## src/rtl/plru_tree_nway.sv

```systemverilog
// N-way tree pseudo-LRU state per set with invalid-first, lock-aware victim selection.
// Optional macro PLRU_AUTO_TOUCH_EN: an acknowledged victim is also made MRU.
module plru_tree_nway #(
  parameter int WAYS = 8,
  parameter int SETS = 128,
  parameter int SETW = $clog2(SETS),
  parameter int WAYW = $clog2(WAYS)
) (
  input  logic            clk,
  input  logic            rst_n,
  output logic            init_busy,
  input  logic            upd_valid,
  input  logic [SETW-1:0] upd_set,
  input  logic [WAYW-1:0] upd_way,
  input  logic            vic_req,
  input  logic [SETW-1:0] vic_set,
  input  logic [WAYS-1:0] vic_valid_mask,
  input  logic [WAYS-1:0] vic_lock_mask,
  output logic            vic_ack,
  output logic [WAYW-1:0] vic_way,
  output logic            vic_none
);

  localparam logic [1:0] ST_IDLE = 2'd0;
  localparam logic [1:0] ST_INIT = 2'd1;
  localparam logic [1:0] ST_RUN  = 2'd2;

  // Heap-indexed tree bits, node 1 is the root; a 0 bit points the LRU side left.
  logic [WAYS-1:1] tree_q [SETS];

  logic [1:0]      state_q, state_d;
  logic [SETW-1:0] sweep_q, sweep_d;
  logic            vic_ack_q;
  logic [WAYW-1:0] vic_way_q;
  logic            vic_none_q;

  logic            run;
  logic            vic_in_range, upd_in_range;
  logic [SETW-1:0] vic_rd_set, upd_rd_set;
  logic [WAYS-1:1] vic_tree, upd_tree;
  logic            vic_fire, upd_fire;

  logic [WAYS-1:0]   cand;
  logic [2*WAYS-1:1] sub_locked;
  logic [WAYW-1:0]   node;
  logic              dir;
  logic [WAYW-1:0]   vic_way_c;
  logic              vic_none_c;

  // Mark every node on the path to way as pointing away from it.
  function automatic logic [WAYS-1:1] touch(input logic [WAYS-1:1] t_in,
                                            input logic [WAYW-1:0] way);
    logic [WAYS-1:1] t;
    logic [WAYW-1:0] n;
    t = t_in;
    n = WAYW'(1);
    for (int l = WAYW - 1; l >= 0; l--) begin
      t[n] = ~way[l];
      n    = WAYW'({n, way[l]});
    end
    return t;
  endfunction

  generate
    if (SETS == (1 << SETW)) begin : g_full_range
      assign vic_in_range = 1'b1;
      assign upd_in_range = 1'b1;
    end else begin : g_part_range
      assign vic_in_range = (int'(vic_set) < SETS);
      assign upd_in_range = (int'(upd_set) < SETS);
    end
  endgenerate

  assign run        = (state_q == ST_RUN);
  assign vic_rd_set = vic_in_range ? vic_set : '0;
  assign upd_rd_set = upd_in_range ? upd_set : '0;
  assign vic_tree   = tree_q[vic_rd_set];
  assign upd_tree   = tree_q[upd_rd_set];
  assign vic_fire   = run & vic_req;
  assign upd_fire   = run & upd_valid & upd_in_range;

  always_comb begin
    state_d = state_q;
    sweep_d = sweep_q;
    if (state_q != ST_RUN) begin
      if (sweep_q == SETW'(SETS - 1)) begin
        state_d = ST_RUN;
        sweep_d = '0;
      end else begin
        state_d = ST_INIT;
        sweep_d = sweep_q + 1'b1;
      end
    end
  end

  always_comb begin
    cand       = ~vic_valid_mask & ~vic_lock_mask;
    sub_locked = '0;
    for (int w = 0; w < WAYS; w++) sub_locked[WAYS + w] = vic_lock_mask[w];
    for (int n = WAYS - 1; n >= 1; n--) sub_locked[n] = sub_locked[2*n] & sub_locked[2*n+1];
    node       = WAYW'(1);
    dir        = 1'b0;
    vic_way_c  = '0;
    vic_none_c = 1'b0;
    if (!vic_in_range) begin
      vic_none_c = 1'b1;
    end else if (|cand) begin
      for (int w = WAYS - 1; w >= 0; w--) if (cand[w]) vic_way_c = WAYW'(w);
    end else if (&vic_lock_mask) begin
      vic_none_c = 1'b1;
    end else begin
      // Root is not fully locked here, so steering away from locked subtrees always ends on a free leaf.
      for (int l = 0; l < WAYW; l++) begin
        dir = vic_tree[node];
        if (sub_locked[{node, dir}]) dir = ~dir;
        node = WAYW'({node, dir});
      end
      vic_way_c = node;
    end
  end

  always_ff @(posedge clk or negedge rst_n) begin
    if (!rst_n) begin
      state_q    <= ST_IDLE;
      sweep_q    <= '0;
      vic_ack_q  <= 1'b0;
      vic_way_q  <= '0;
      vic_none_q <= 1'b0;
    end else begin
      state_q   <= state_d;
      sweep_q   <= sweep_d;
      vic_ack_q <= vic_fire;
      if (vic_fire) begin
        vic_way_q  <= vic_way_c;
        vic_none_q <= vic_none_c;
      end
    end
  end

  // Tree storage carries no reset; the sweep clears it before any access is honoured.
  always_ff @(posedge clk) begin
    if (!run) begin
      tree_q[sweep_q] <= '0;
    end else begin
`ifdef PLRU_AUTO_TOUCH_EN
      if (vic_fire && !vic_none_c && !(upd_fire && (upd_set == vic_set)))
        tree_q[vic_rd_set] <= touch(vic_tree, vic_way_c);
`endif
      if (upd_fire) tree_q[upd_rd_set] <= touch(upd_tree, upd_way);
    end
  end

  assign init_busy = ~run;
  assign vic_ack   = vic_ack_q;
  assign vic_way   = vic_way_q;
  assign vic_none  = vic_none_q;

endmodule

```

## config.mk

```make
export PLATFORM = sky130hd
export DESIGN_NAME = plru_tree_nway
export DESIGN_NICKNAME = d
export VERILOG_FILES = /design/src/rtl/plru_tree_nway.sv
export SDC_FILE = /design/constraint.sdc
export NUM_CORES = 1
export LEC_CHECK = 0
export BUFFER_PORTS_ARGS = -buffer_cell sky130_fd_sc_hd__buf_2
export CORE_MARGIN = 1.5
export CORE_UTILIZATION = 59
export DETAILED_ROUTE_END_ITERATION = 10
export PLACE_DENSITY = 0.75
export SYNTH_ARGS = -nofsm -noshare
export SYNTH_HDL_FRONTEND = slang
export SYNTH_SLANG_ARGS = --single-unit
```

## constraint.sdc

```tcl
create_clock -name clk -period 9.05 [get_ports clk]
set_clock_uncertainty 0.05 [all_clocks]
set_input_delay 0.4525 -clock clk [delete_from_list [all_inputs] [get_ports clk]]
set_output_delay 0.4525 -clock clk [all_outputs]
set_load 0.03 [all_outputs]
```

; ---- Yosys cells after proc, flatten, opt, wreduce, memory -nomap -nowiden
; Memories as Yosys holds them, arrays and structs flattened.
; Index checks and enable logic that the tools add are counted.
[word_totals]
mem_bits_rw = 896
elab_cells = 86
input_bits = 37
regBits = 14
n_memories = 1
output_inout_bits = 6
[classes]
eq_ne = 3
mux = 44
n_addsub = 1
reduce_logical = 5
n_bitwise = 18
n_lt_le_gt_ge = 9
[mem_list]
columns = name, words, word_bits, read_ports, rd_ports_with_merged_regs, wr, line
row1 = tree_q, 128, 7, 2, 0, 1, 29  ; logic [WAYS-1:1] tree_q [SETS];
[ops]
columns = cell, count
row1 = $mux W3, 10
row2 = $mux W1, 23
row3 = $mux W7, 3
row4 = $not A8 Y8, 2
row5 = $bwmux W7, 2
row6 = $and A1 B1 Y1, 8
row7 = $and A8 B8 Y8, 1
row8 = $lt A2 B4 Y1 const B, 2
row9 = $lt A3 B4 Y1 const B, 2
row10 = $reduce_and A8 Y1, 1
row11 = $reduce_or A8 Y1, 1
row12 = $add A7 B1 Y7 const B, 1
row13 = $eq A7 B7 Y1 const B, 1
row14 = $not A1 Y1, 7
row15 = $reduce_or A7 Y1, 1
row16 = $lt A2 B5 Y1 const B, 1
row17 = $lt A3 B5 Y1 const B, 1
row18 = $lt A4 B5 Y1 const B, 1
row19 = $bmux W1 S2, 2
row20 = $bmux W1 S3, 1
row21 = $ge A3 B1 Y1 const B, 1
row22 = $demux W1 S2, 1
row23 = $eq A2 B2 Y1 const B, 1
row24 = $ge A2 B1 Y1 const B, 1
row25 = 4 further kinds, 5

; ---- Longest topological paths before layout
[depth]
depth_word = 21
ltp_mapped = 14
ltp_nobuf = 9

; ---- Worst setup path after synthesis
; No wires, ideal clock.
[synth_timing]
path_type = input port to flip-flop
startpoint = input upd_set[0]
endpoint = memory tree_q[0][5] in the netlist's numbering, data pin
n_path_buf = 3
path_slack_ns = 0.286
t_required_ns = 7.680
path_stages = 8
setup_ns = 1.320
t_arrival_ns = 7.394
cell_sequence = clkbuf_1 buf_2 buf_2 mux4_2 mux4_2 mux4_2 a221oi_1 a311oi_1
[synth_between]
elab_chain_len = 4
[synth_lines]
columns = element, line
row1 = start: declaration, 13  ; input logic [SETW-1:0] upd_set,
row2 = $mem_v2 Z128 W7, -
row3 = $bwmux W7 (2 in a row), 58  ; t[n] = ~way[l];
row4 = $mux W7 (no source line), -
row5 = end: declaration, 29
; Every way passes these cells.

; ---- Worst setup path after layout
[layout_timing]
startpoint = register state_q[0]
endpoint = memory tree_q[106][0] in the netlist's numbering (enable)
[layout_between]
elab_chain_len = 7
[layout_lines]
columns = element, line
row1 = start: declaration, 31  ; logic [1:0] state_q, state_d;
row2 = start signal: assignment, 130  ; state_q <= state_d;
row3 = $eq A2 B2 Y1 (*), 74  ; assign run = (state_q == ST_RUN);
row4 = $and A1 B1 Y1, 80  ; assign upd_fire = run & upd_valid & upd_in_range;
row5 = $mux W1, 149  ; if (upd_fire) tree_q[upd_rd_set] <= touch(upd_tree, upd_way);
row6 = $mux W1, 142  ; if (!run) begin
row7 = $mux W1 (not written as such), 149
row8 = $reduce_or A7 Y1 (no source line), -
row9 = $mux W7 (no source line) / $mux W1 (equally long branches), -
; Every way passes the cells marked *; elsewhere a longest branch is shown, timed or not.

==> flow_results.org <==
** Outcome
- Status :: finished, violations left
- Violations in the final reports :: capacitance limit, slew limit

** Global route
- The number of global-route vias before repair came to around 24,000.
- Maximum number of pins on one net before global-route repair :: between 100 and 150
- The first global-routing pass estimated ~170,000 µm of wire.
- In the global route stage, overall resource usage came out at between 30% and 40%.
- Global routing consumed, on the met1 layer, between 40 and 50% of the routing resources.
- The initial antenna violation count came to 10.
- Most used routing layer :: met2
- Global-route met3 utilization :: a little under a tenth
- For met2 alone, demand over resource in global routing was around half.
- After global routing the overflow that remains totals 0.

** Critical path
- Arrival time worst endpoint :: about 5200 ps
- The number of buffers and inverters on the critical path is 0.
- Most frequent cell on the critical path :: sky130_fd_sc_hd__nor2b_1
- The critical path is of the reg2reg type.
- STA puts the critical path data required time at just over 9000 ps.
- CP peak stage delay :: approximately 1100 ps
- Worst-path fanout max :: 15
- Series of cell instances along the critical path :: nor2b_1, and2_1, mux2i_1, nor2b_1, nand3_1, nor2_1
- For this design, the slowest cell found on the critical path is sky130_fd_sc_hd__nor2_1.
- The worst setup path is launched from a flip-flop.
- Crit path max-delay family :: simple AND/OR/NAND/NOR gates
- The worst setup path is captured at a flip-flop.

** Power and ir drop
- Reported net switching power :: between 1500 and 2000 µW
- Total power divided by cell area :: 192 mW/mm²
- IR analysis of the VDD net gives a maximum drop of roughly 0.00018 V.
- For this design the static power due to leakage is between 0.01 and 0.015 µW.
- Sequential power share :: approximately 51%
- Cell internal power dissipation :: 7000 µW
- Total power of the final layout :: 8900 µW
- In this run, the clock network consumes 44.5% of the power.
- Of the total power, the share spent switching nets is between 20% and 30%.
- In this run, the combinational gates consume 4.3% of the power.

** Floorplanning
- Once the floorplan was initialized, standard cells occupied about three fifths of the core.
- Die Wd :: 270 µm
- The floorplan has 97 rows.
- Die boundary height :: about 270 µm
- The floorplan step defined a die boundary enclosing just over 0.07 mm².
- In this run the count of I/O pins placed on the die edge is between 40 and 50.
- The total area inside the core boundary comes to between 0.07 and 0.08 mm².

** Routing
- In the routed design, unresolved DRC markers number 0.
- Post-detailed-route wirelength per cell :: about 38 µm
- Number of DRC markers after the initial detailed-route iteration :: 3,768
- The first TritonRoute pass finished after 6 iterations.
- Dividing the detail-routed via count by the number of cells gives roughly 7.5.
- The detailed router placed 24,000 vias in this run.
- Routed Wire Length :: ~120,000 µm
- Residual antenna-violating net count after detailed routing :: 0

** Final layout
- In the layout the commonest cells are sky130_fd_sc_hd__edfxtp_1 (896), sky130_fd_sc_hd__mux4_2 (464), sky130_fd_sc_hd__nor2_1 (167), sky130_fd_sc_hd__clkbuf_16 (94), sky130_fd_sc_hd__nand2_1 (88).
- Fraction of layout instances using a drive strength above 1 :: 31.3%
- Number of antenna repair diodes :: 0
- Layout area overhead :: 10.2%
- The library cell used most frequently in the layout, excluding fill and tap cells, is sky130_fd_sc_hd__edfxtp_1.
- Final core utilization :: 65.9%
- After the last flow step, the layout net total stands at approximately 2,200.

** Synthesis
- The synthesized design contains 910 register bits.
- Share of Yosys cell area claimed by the top area cell type :: between 60% and 70%
- Counting every instance in the synthesized netlist gives approximately 2,100.
- After synthesis, the netlist uses 53 different library cells.
- The Yosys step of the flow raised 0 warnings.
- Synthesized cell area :: around 0.042 mm²
- Count of flip-flops with a built-in enable after synthesis :: between 800 and 900
- Part of the Yosys area used for sequential elements :: around two thirds
- Counting every net in the synthesized netlist gives 2,184.
- Largest area contributor in the netlist :: sky130_fd_sc_hd__edfxtp_1
- Sorting the synthesized cells by area gives the leading types as sky130_fd_sc_hd__edfxtp_1 (64%), sky130_fd_sc_hd__mux4_2 (25%), sky130_fd_sc_hd__nor2_1 (1.5%).
- Average cell area after synthesis :: 19.6 µm²
- Counting flops with an async set or reset pin after synthesis yields a share of 1.54%.
- Main flop type after synthesis :: sky130_fd_sc_hd__edfxtp_1

** Clocking
- For the worst-skew pair, the clock arrives at the later sink with an insertion delay of between 600 and 700 ps.
- CTS placed an instance of sky130_fd_sc_hd__clkbuf_16 at the clock tree root.
- Number of setup buffers added after CTS :: 0
- Clock slew at the register clock pins of the worst setup and hold paths :: roughly 60 ps
- Cts bufs inserted :: between 90 and 100
- Counting every sink on the clock net gives 910.
- TritonCTS built the clock tree.
- No sink is reached through more buffers than the 3 on the longest clock path.
- Max H-tree Level :: 3

** Timing
- Setup violations remaining at the end of the flow were counted as 0.
- The routed design could run at a clock period as short as ~5000 ps.
- The hold violation total from the final report is 0.
- Setup repair after global routing left no endpoint under its margin.
- Total count of max-transition violations in the final report :: 2
- Highest clock frequency the design can meet :: 0.199 GHz
- For the final routed database, the setup TNS stands at 0 ps.
- Final Cycle Share :: roughly 56%
- Worst slew margin :: -3.80%
- Slew of the pin with the lowest slew margin :: about 1500 ps

** Flow run
- Across the run, the number of max-cap violations was 1.

** Place
- RD Place Congestion :: 0.949
- During placement, the flow inserted port buffers numbering 42.
- Post-DP HPWL :: 76,900 µm

** Hold path
- The worst hold path belongs to the class in2reg.
-- power groups by stage --
stage	registers [µW]	clock network, µW	logic, µW
2_1_floorplan	4650	0	253
3_3_place_gp	4650	0	371
3_5_place_dp	4650	0	373
4_1_cts	4560	3970	374
5_1_grt	4550	4120	396
6_report	4560	3960	380
-- repair_timing --
item	in CTS	in global routing
hold buffers	1	0
resized for setup	0	0
hold endpoints to repair	14	0
-- stage by stage --
stage / std cells / area [µm²] / hold slack [ps] / setup WS, ps
5_1_grt: 3190 / 46300 / 202 / 3940
3_5_place_dp: 3019 / 43100 / 395 / 3800
6_report: 3190 / 46300 / 138 / 4030
2_1_floorplan: 2146 / 42000 / 107 / 286
3_3_place_gp: 3019 / 43100 / 386 / 3890
4_1_cts: 3190 / 46300 / 124 / 4270
-- cells by family (layout without fill, tap and decap cells) --
kind of cell | after synthesis | in the layout | share of synthesized area (%)
compound gates | 182 | 182 | 2.95
fa+ha+maj | 1 | 1 | 0.0298
buf+inv | 162 | 266 | 1.87
flops | 910 | 910 | 64.9
mux | 526 | 526 | 26.4
simple gates | 362 | 362 | 3.79
xor+xnor | 3 | 3 | 0.0626
-- cell type report --
type | count | area, µm²
clock buffers | 105 | 2390
clock inverters | 65 | 731
fillers | 4494 | 24000
inverters | 11 | 41.3
multi-input cells | 1074 | 14000
flip-flops and latches | 910 | 27300
well taps | 940 | 1180
repair buffers | 85 | 642
-- cell usage after synthesis, types with 3 or more instances --
library cell                instances
sky130_fd_sc_hd__a2111oi_0          4
sky130_fd_sc_hd__a211oi_1          13
sky130_fd_sc_hd__a21oi_1           32
sky130_fd_sc_hd__a221oi_1           4
sky130_fd_sc_hd__a22oi_1           57
sky130_fd_sc_hd__a311oi_1           5
sky130_fd_sc_hd__a31oi_1            3
sky130_fd_sc_hd__and2_1            12
sky130_fd_sc_hd__buf_1             17
sky130_fd_sc_hd__buf_2             41
sky130_fd_sc_hd__buf_4             17
sky130_fd_sc_hd__buf_6              8
sky130_fd_sc_hd__clkbuf_1          68
sky130_fd_sc_hd__dfrtp_1           14
sky130_fd_sc_hd__edfxtp_1         896
sky130_fd_sc_hd__inv_1              9
sky130_fd_sc_hd__mux2_1             3
sky130_fd_sc_hd__mux2_2             4
sky130_fd_sc_hd__mux2i_1           55
sky130_fd_sc_hd__mux4_2           464
sky130_fd_sc_hd__nand2_1           88
sky130_fd_sc_hd__nand2b_1           5
sky130_fd_sc_hd__nand3_1           27
sky130_fd_sc_hd__nand3b_1           7
sky130_fd_sc_hd__nand4_1            4
sky130_fd_sc_hd__nor2_1           168
sky130_fd_sc_hd__nor2b_1           28
sky130_fd_sc_hd__nor3_1            11
sky130_fd_sc_hd__nor4_1             5
sky130_fd_sc_hd__o211ai_1           7
sky130_fd_sc_hd__o21ai_0           23
sky130_fd_sc_hd__o21ai_1            6
sky130_fd_sc_hd__o22ai_1            8
sky130_fd_sc_hd__o31ai_1            5
sky130_fd_sc_hd__or3_1              3
-- path summary, 6_finish.rpt --
kind	start	slack, ps	endpoint	cells after the start
hold reg to reg	vic_way[2]	460	vic_way[2]	2
max in group asynchronous	rst_n	8300	vic_way[2]	2
setup / recovery	state_q[0]	4030	tree_q[106][0]	6
hold / removal	vic_valid_mask[0]	140	vic_way[0]	5
setup reg to reg	state_q[0]	4030	tree_q[106][0]	6
min in group asynchronous	rst_n	250	sweep_q[1]	2
-- routing by layer --
layer / wire length, µm / vias up
met2: 56600 / 1954
met3: 15900 / 382
li1: - / 9234
met1: 41600 / 12400
met5: 88 / -
met4: 6220 / 14
-- state kept, by name, summed over array words and instances (netlist names) --
register	flops
vic_none	1
state_q	2
vic_ack	1
sweep_q	7
vic_way	3
tree_q	896
-- worst register-to-register path, delay by kind of cell (launching register included) --
| family | cells | cell delay [ps] |
|---|---|---|
| mux | 1 | 530 |
| simple gates | 5 | 3700 |
| flops | 1 | 370 |
Note: power is estimated with default switching activity, not from simulation.
